$ cat config.mk
export PLATFORM = sky130hd
export DESIGN_NAME = filter_green_ctrl
export DESIGN_NICKNAME = d
export VERILOG_FILES = /design/src/rtl/filter_green_ctrl.sv
export SDC_FILE = /design/constraint.sdc
export NUM_CORES = 1
export LEC_CHECK = 0
export CAP_MARGIN = 20
export CORE_MARGIN = 1.5
export CORE_UTILIZATION = 60
export CTS_CLUSTER_DIAMETER = 40
export DETAILED_ROUTE_END_ITERATION = 8
export DONT_BUFFER_PORTS = 1
export GPL_ROUTABILITY_DRIVEN = 0
export GPL_TIMING_DRIVEN = 0
export PLACE_DENSITY = 0.86
export SLEW_MARGIN = 20
export SYNTH_ARGS = -nofsm -noshare
export SYNTH_HDL_FRONTEND = slang
export SYNTH_SLANG_ARGS = --single-unit
$ cat constraint.sdc
create_clock -name clk -period 4.7 [get_ports clk]
set_clock_uncertainty 0.05 [all_clocks]
set_input_delay 0.94 -clock clk [delete_from_list [all_inputs] [get_ports clk]]
set_output_delay 0.94 -clock clk [all_outputs]
set_load 0.02 [all_outputs]
$ cat src/rtl/filter_green_ctrl.sv
// Streams one frame of RGB pixels through an inclusive per-channel green window
// and hands each packed row mask (0 = green, 1 = not green) to a downstream consumer.
module filter_green_ctrl #(
  parameter int HEIGHT = 28,
  parameter int WIDTH  = 28
) (
  input  logic                                 clk,
  input  logic                                 rst_n,
  input  logic                                 start,
  input  logic [2:0][7:0]                      lower_green,
  input  logic [2:0][7:0]                      upper_green,
  input  logic                                 pix_valid,
  input  logic [2:0][7:0]                      pix_data,
  output logic                                 pix_ready,
  output logic                                 row_valid,
  input  logic                                 row_ready,
  output logic [WIDTH-1:0]                     row_mask,
  output logic [$clog2(HEIGHT)-1:0]            row_idx,
  output logic                                 busy,
  output logic                                 done,
  output logic [$clog2(HEIGHT*WIDTH+1)-1:0]    green_count
);

  localparam int CW = $clog2(WIDTH);
  localparam int RW = $clog2(HEIGHT);
  localparam int GW = $clog2(HEIGHT*WIDTH+1);

  localparam logic [1:0] S_IDLE  = 2'd0;
  localparam logic [1:0] S_RUN   = 2'd1;
  localparam logic [1:0] S_FLUSH = 2'd2;
  localparam logic [1:0] S_DONE  = 2'd3;

  logic [1:0]      state;
  logic [CW-1:0]   col;
  logic [2:0][7:0] lo_q;
  logic [2:0][7:0] hi_q;
  logic            is_green;
  logic            accept;
  logic            last_col;
  logic            last_row;

  // A pixel is green only when every channel sits inside the latched window.
  always_comb begin
    // NOTE: default assignment first, so no path through the block leaves is_green unassigned (no latch).
    is_green = 1'b1;
    for (int k = 0; k < 3; k++) begin
      if (pix_data[k] < lo_q[k] || pix_data[k] > hi_q[k]) is_green = 1'b0;
    end
  end

  assign accept   = pix_valid & pix_ready;
  assign last_col = (col == CW'(WIDTH - 1));
  assign last_row = (row_idx == RW'(HEIGHT - 1));

  // Handshake and status outputs are pure decodes of the state register.
  assign pix_ready = (state == S_RUN);
  assign row_valid = (state == S_FLUSH);
  assign busy      = (state == S_RUN) || (state == S_FLUSH);
  assign done      = (state == S_DONE);

  always_ff @(posedge clk or negedge rst_n) begin
    if (!rst_n) begin
      // NOTE: row_mask is a plain flop vector, not a memory, so it is cleared by reset like any other state.
      state       <= S_IDLE;
      col         <= '0;
      row_idx     <= '0;
      row_mask    <= '0;
      green_count <= '0;
      lo_q        <= '0;
      hi_q        <= '0;
    end else begin
      // NOTE: non-blocking assignments so every register samples pre-edge values.
      case (state)
        S_IDLE: begin
          if (start) begin
            lo_q        <= lower_green;
            hi_q        <= upper_green;
            col         <= '0;
            row_idx     <= '0;
            green_count <= '0;
            state       <= S_RUN;
          end
        end
        S_RUN: begin
          if (accept) begin
            row_mask[col] <= ~is_green;
            if (is_green) green_count <= green_count + GW'(1);
            if (last_col) begin
              col   <= '0;
              state <= S_FLUSH;
            end else begin
              col <= col + CW'(1);
            end
          end
        end
        S_FLUSH: begin
          if (row_ready) begin
            if (last_row) begin
              state <= S_DONE;
            end else begin
              row_idx <= row_idx + RW'(1);
              state   <= S_RUN;
            end
          end
        end
        S_DONE:  state <= S_IDLE;
        default: state <= S_IDLE;
      endcase
    end
  end

endmodule
== Yosys cells after proc, flatten, opt, wreduce, memory -nomap -nowiden ==
Index checks and enable logic that the tools add are counted.
Cells by class
  add/sub/neg operators: 3
  multipliers: 0
  divide/modulo/power cells: 0
  magnitude comparators: 8
  equal/unequal tests: 11
  shifts and indexed selects: 0
  mux-type cells: 23
  bitwise logic cells: 2
  reductions and logical operators: 14
Operators with widths (count)
  two-way mux 10 bit: 3
  bitwise mux 28 bit: 1
  two-way mux 5 bit: 5
  > comparator 8 bit: 3
  less-than comparator 8 bit: 3
  case mux 10 bit (2 select lines): 1
  case mux 5 bit (2 select lines): 2
  AND reduction 4 bit: 3
  adder 10 x 1 -> 10 bit, second input constant: 1
  adder 5 x 1 -> 5 bit, second input constant: 2
  equality test 5 bit, second input constant: 2
  two-way mux 2 bit: 5
  != test 2 x 1 -> 1 bit, second input constant: 4
  case mux 2 bit (4 select lines): 1
  less-than comparator 5 x 6 -> 1 bit, second input constant: 1
  demux 1 bit (select 5 bit): 1
  greater-or-equal comparator 5 x 1 -> 1 bit, second input constant: 1
  equality test 2 bit, second input constant: 2
  logical OR 1 bit: 4
  two-way mux 1 bit: 4
  != test 2 bit, second input constant: 2
  AND reduction 2 bit: 2
  nonzero test 2 bit: 2
  AND reduction 3 bit: 1
  other kinds (5): 5
Storage, ports and cells
  register bits after elaboration: 98
  bits in latches: 0
  memory bits (writable): 0
  bits in read-only memories: 0
  input port bits: 77
  output and inout port bits: 47
  memories kept: 0

== Logic depth before layout (Yosys ltp) ==
Gate-level depths: netlist of run 1.
  depth after elaboration: 8
  mapped depth: 10
  depth with buffers taken out: 9

== Worst setup path after synthesis of run 1 ==
Ideal clock, no wire load.
  path kind: input port to flip-flop
  from: input pix_data[9] (netlist bit)
  to: register green_count[7]
  library setup time: 70 ps
  arrival time: 2649 ps
  required time: 4580 ps
  slack: 1931 ps
  stages on the path: 8
  path buffers: 0
  path through: ha_1 nor2b_1 o211ai_2 a21o_1 a31oi_1 or3_4 or4_1 nand3_1
Between the ends
  word-level cells in the longest chain between the ends: 6
RTL lines
  start, declared: RTL line 13  | input logic [2:0][7:0] pix_data,
  less-than comparator 8 bit / > comparator 8 bit (equally long branches): RTL line 47  | if (pix_data[k] < lo_q[k] || pix_data[k] > hi_q[k]) is_green = 1'b0;
  logical OR 1 bit *: RTL line 47
  two-way mux 1 bit * (2 in series): RTL line 47
  != test 2 x 1 -> 1 bit (no line) *
  AND reduction 4 bit (no line) *
  end signal, assigned: RTL line 87  | if (is_green) green_count <= green_count + GW'(1);
  end, declared: RTL line 21  | output logic [$clog2(HEIGHT*WIDTH+1)-1:0] green_count
Mark *: on every way between the ends. The rest lies on a longest branch, timed or not.
A chain may end at the register's enable or synchronous reset.

== Worst setup path in the final report of run 1 ==
  from: input pix_data[20] (netlist bit)
  to: register green_count[2]
Between the ends
  word-level cells in the longest chain between the ends: 5
RTL lines (RTL line)
  less-than comparator 8 bit / > comparator 8 bit (equally long branches): 47
  logical OR 1 bit *: 47
  two-way mux 1 bit *: 47
  != test 2 x 1 -> 1 bit (no line) *
  AND reduction 4 bit (no line) *
Marks and branches as above.

==> metrics.cfg, run 1 <==
[floorplanning]
fp.dieH_um=98.6
ios=124
rows=34
dieArea_um2=9720
fp.dieW_um=98.6
coreArea_um2=8810
start_util_pct=62.3

[timing]
rsz0062_at_grt=false
fin_hold_ws_ns=0.205
min_period_over_period_pct=58.6
hold_viol=0
slew_viol_final=0
timing.fmax_ghz=0.363
slew-limit-headroom_pct=41.3
worst_pin_slew_ns=0.874
finalSetupTns_ns=0
layout_setup_ws_ns=1.94
setup_viol_count_final=0
period_needed_ns=2.76

[placement]
place_ws_ns=1.61
dpl.hpwl_um=9050
numPortBuffers=0
placed_area_um2=5620

[grt]
grt_first_pass_wirelength_um=19700
grt_start_max_net_pins=99
grt_pass1_vias=4159
track_usage_pct=25.2
antenna_found_initial=0
overflow=0

[yosys]
synth_warnings=0
synth_area_leaders=dfrtp_1 45%, ha_1 13%, mux2_2 9.9%
synth_seq_cells=98
synth_top_area_cell=dfrtp_1
syn_inst=551
seq_area_frac_synth_pct=44.7
synth_cell_types=42
syn_nets=683
synth_top_flop_cell=dfrtp_1
synth_top_area_share_pct=44.7
async_reset_ff_share_pct=100
synth_edf_count=0
syn_avg_cell_area_um2=9.96
synth_area_um2=5490

[pwr]
power_density_nw_per_um2=579
total_power_mw=3.37
peakVddDrop_mv=0.387
leakagePower_nw=2.77

[final_layout]
num-fill-cells=675
antenna_cells=0
fin_area_um2=5830
drive_above_1_share_pct=13.4
fin_nets=694
layout.cells.most_common=dfrtp_1
layout_common_cells=98 x dfrtp_1, 58 x inv_1, 55 x ha_1, 48 x mux2_2, 46 x a21oi_1
synthToLayoutAreaGrowth_pct=6.23

[clock_tree]
postCtsResizedCells=0
cts_setup_buffers=0
cts_root_buf=clkbuf_8
numClockSinks=98
ctsHoldBuffers=0
worst_skew_pair.late_latency_ns=0.36
cts_tree=done
clk_pin_slew_ns=0.10
clk_path_buf_depth=2
cts_buffers=9
cts.htree.levels=3

[outcome]
violations=DRC
outcome=complete, but fails checks

[critical_path]
critPathMaxFanout=10
crit_path_end_kind=flip-flop
required_ns=4.88
critPathKind=input port to flip-flop
arrival_ns=2.94
startpoint_type=input port

[routing]
routed_via_density=6.06
routed-via-count=4091
ant_nets=0
drc=9
dr.pass1.iters=7
routed_wl_um=11900
drtIter0Drc=200
post_drt_wl_per_cell_um=17.7

[flow_run]
maxCapViolCount=0

[min_path]
min_path_type=input port to asynchronous set/reset pin

==> cell type report <==
cell class	count	area, um2	share of cell area, %
sequential	98	2450	42.1
tap	108	135	2.32
clock buffer	9	124	2.13
buffer	22	88.8	1.52
multi-input combinational	373	2730	46.8
clock inverter	7	82.6	1.42
inverter	58	218	3.74
==> per-layer routing <==
layer	GRT usage (%)	wire, um	up-vias
met3	6.45	805	24
li1	-	-	1971
met1	29.8	4830	1953
met5	0	0	-
met4	8.79	245	0
met2	44.7	6060	143
==> where the power goes <==
part | switching [mW] | internal, mW | leakage, nW | total, mW
combinational | 0.791 | 0.620 | 1.43 | 1.41
clock | 0.314 | 0.255 | 0.0984 | 0.568
sequential | 0.261 | 1.13 | 1.24 | 1.39
total | 1.37 | 2.01 | 2.77 | 3.37
==> per-stage QoR <==
step / std cells / util (%)
floorplan: 551 / -
global placement: 659 / 63.8
detailed placement: 659 / 63.8
CTS: 675 / 66.2
global route: 675 / 66.2
finish: 675 / 66.2
==> registers in the layout, indices dropped and copies added, names as in the netlist <==
name,cells
lo_q,24
row_mask,28
green_count,10
hi_q,24
state,2
row_idx,5
col,5
==> synth_stat cells (5+ instances only) <==
library cell	number
nor3b_1	6
nand3_1	16
ha_1	55
a21oi_1	46
and3_1	10
mux2_2	48
a31oi_1	19
nand2_1	34
nand4_1	12
inv_1	58
nor2_1	39
buf_1	6
buf_2	5
dfrtp_1	98
clkbuf_1	11
nor3_1	9
a21o_1	10
o21ai_0	17
==> cell families (layout without fill, tap and decap cells) <==
family	count (synthesis)	in the layout	share of synthesized area, %
simple gates	142	142	12.7
compound gates	128	128	14.6
flops	98	98	44.7
buf+inv	80	96	5.59
fa+ha+maj	55	55	12.5
mux	48	48	9.85
==> path summary, 6_finish.rpt <==
path                                    from        endpoint  slack [ns]  cells past startpoint
worst min register to register       hi_q[4]         hi_q[4]        0.47                      1
worst max register to register      state[1]  green_count[2]        2.05                      7
min in group clk                     hi_q[4]         hi_q[4]        0.47                      1
worst max-delay path            pix_data[20]  green_count[2]        1.94                      9
max in group asynchronous              rst_n        lo_q[15]        4.22                      0
worst min-delay path                   rst_n      row_idx[2]        0.20                      0
==> critical path: stages <==
cell,delay [ns]
ha_1,0.30
a21o_1,0.19
a2111oi_0,0.42
o21ai_0,0.18
o2111ai_1,0.21
nor3_1,0.14
buf_2,0.23
a41oi_1,0.24
a211oi_1,0.09
Power figures use the tool's default switching activity.
==> run 2, diff against run 1 <==
==> constraint.sdc (replaced) <==
create_clock -name clk -period 2.65 [get_ports clk]
set_clock_uncertainty 0.05 [all_clocks]
set_input_delay 0.53 -clock clk [delete_from_list [all_inputs] [get_ports clk]]
set_output_delay 0.53 -clock clk [all_outputs]
set_load 0.02 [all_outputs]
==> metrics.cfg, run 2 (synthesized netlist as in run 1, its figures left out) <==
[clock_tree]
clk_path_buf_depth=2
clk_pin_slew_ns=0.11
cts_tree=done
cts_buffers=9
cts_root_buf=clkbuf_8
cts_setup_buffers=0
cts.htree.levels=3
numClockSinks=98
worst_skew_pair.late_latency_ns=0.36

[critical_path]
max_stage_delay_ns=0.42
critPathBufInv=2
critPathKind=flip-flop to flip-flop
slowest_stage=a2111oi_0
startpoint_type=flip-flop
critical-path-top-delay-family=compound AO/OA/AOI/OAI gates
critPathMaxFanout=10
crit_path_end_kind=flip-flop
required_ns=2.88
arrival_ns=2.77
crit_chain=inv_1 -> ha_1 -> a21o_1 -> a2111oi_0 -> o21ai_0 -> o2111ai_1 -> or3_4 -> nor2_4 -> clkbuf_4 -> a211oi_1

[floorplanning]
rows=34
start_util_pct=62.3
coreArea_um2=8810
fp.dieH_um=98.6
ios=124
dieArea_um2=9720
fp.dieW_um=98.6

[routing]
routed_wl_um=12000
routed-via-count=4097
post_drt_wl_per_cell_um=17.7
routed_via_density=6.07
drc=9
dr.pass1.iters=7
ant_nets=0
drtIter0Drc=229

[pwr]
comb_power_share_pct=42.1
clkPwrFrac_pct=16.8
total_power_mw=6.02
p_sw_mw=2.45
peakVddDrop_mv=0.687
p_int_mw=3.57
leakagePower_nw=2.78
switching_share_pct=40.7
power_density_nw_per_um2=1030
seq_power_share_pct=41.1

[grt]
antenna_found_initial=0
grt_first_pass_wirelength_um=19700
grt_pass1_vias=4159
overflow=0
grt_start_max_net_pins=99
track_usage_pct=25.2

[placement]
numPortBuffers=0
placed_area_um2=5620
dpl.hpwl_um=9050

[final_layout]
synthToLayoutAreaGrowth_pct=6.61
layout_common_cells=98 x dfrtp_1, 58 x inv_1, 55 x ha_1, 48 x mux2_2, 46 x a21oi_1
antenna_cells=0
layout.cells.most_common=dfrtp_1
fin_area_um2=5850
top_regs=row_mask (28), hi_q (24), lo_q (24)
drive_above_1_share_pct=14.1
top_register=row_mask
fin_nets=694
largest_reg_flops=28

[flow_run]
maxCapViolCount=0

[outcome]
outcome=complete, but fails checks
violations=DRC, hold timing

[timing]
fin_hold_ws_ns=-0.208
slew-limit-headroom_pct=40.1
worst_pin_slew_ns=0.891
hold_viol=98
period_needed_ns=2.54
setup_viol_count_final=0
min_period_over_period_pct=96.0
slew_viol_final=0
timing.fmax_ghz=0.393

[min_path]
min_path_type=input port to asynchronous set/reset pin

==> run 2: cell types whose count changed in the layout (fill, tap and decap cells not counted), moves of 2 or more <==
cell	change
buf_2	-2
clkbuf_1	-2
clkbuf_2	+2
clkbuf_4	+2
==> run 2: what timing repair did <==
item,CTS,global route
endpoints found under the hold margin,98,98
resized for setup,0,9
setup endpoints to repair,0,53
==> run 2: path summary, 6_finish.rpt <==
check	from	endpoint	slack, ns	depth (start not counted)
max	lo_q[20]	green_count[4]	0.11	10
min in group clk	upper_green[8]	hi_q[8]	0.26	1
min reg2reg	hi_q[4]	hi_q[4]	0.47	1
max reg2reg	lo_q[20]	green_count[4]	0.11	10
min	rst_n	row_idx[2]	-0.21	0
max in group asynchronous	rst_n	lo_q[15]	2.58	0
==> run 2: final cells by class <==
class	count	area, um2
plain buffers	22	96.3
fillers	679	2960
flip-flops and latches	98	2450
multi-input cells	373	2740
well taps	108	135
clock buffers	9	124
inverters	58	218
clock inverters	7	82.6
==> run 2: power by group through the flow <==
stage	clock, mW	combinational [mW]	sequential, mW
finish	1.01	2.53	2.47
global route	1.07	2.85	2.53
CTS	1.03	2.50	2.47
detailed placement	0	2.48	2.50
global placement	0	2.32	2.45
floorplan	0	1.98	2.38
==> run 2: worst register-to-register path: stages, from the launching register on <==
cell and delay (ns):
dfrtp_1 0.36, inv_1 0.04, ha_1 0.29, a21o_1 0.19, a2111oi_0 0.42, o21ai_0 0.18, o2111ai_1 0.23, or3_4 0.23
nor2_4 0.06, clkbuf_4 0.20, a211oi_1 0.22
==> run 2: per-layer routing <==
layer / wire (um) / GRT usage, % / share of wire (%) / vias to the layer above
li1: - / - / - / 1980
met2: 6060 / 44.7 / 51 / 135
met4: 247 / 8.79 / 2.1 / 0
met5: 0 / 0 / 0 / -
met3: 815 / 6.45 / 6.8 / 22
met1: 4840 / 29.8 / 40 / 1960
==> run 2: stage by stage <==
stage          util [%]  setup slack, ns  instances  setup TNS, ns
5_1_grt            66.4          -0.0108        675        -0.0108
4_1_cts            66.2           0.0304        675              0
3_3_place_gp       63.8          -0.0252        659         -0.127
3_5_place_dp       63.8          -0.0259        659         -0.148
6_report           66.4            0.105        675              0
2_1_floorplan         -            0.291        551              0
==> run 3, diff against run 2 <==
--- a/config.mk
+++ b/config.mk
@@ -9,10 +9,12 @@
 export CORE_MARGIN = 1.5
 export CORE_UTILIZATION = 60
 export CTS_CLUSTER_DIAMETER = 40
+export CTS_CLUSTER_SIZE = 12
 export DETAILED_ROUTE_END_ITERATION = 8
 export DONT_BUFFER_PORTS = 1
 export GPL_ROUTABILITY_DRIVEN = 0
 export GPL_TIMING_DRIVEN = 0
+export HOLD_SLACK_MARGIN = 0.02
 export PLACE_DENSITY = 0.86
 export SLEW_MARGIN = 20
 export SYNTH_ARGS = -nofsm -noshare
==> results of run 3 <==
No change in the layout: final DEF, timing and power equal those of run 2.
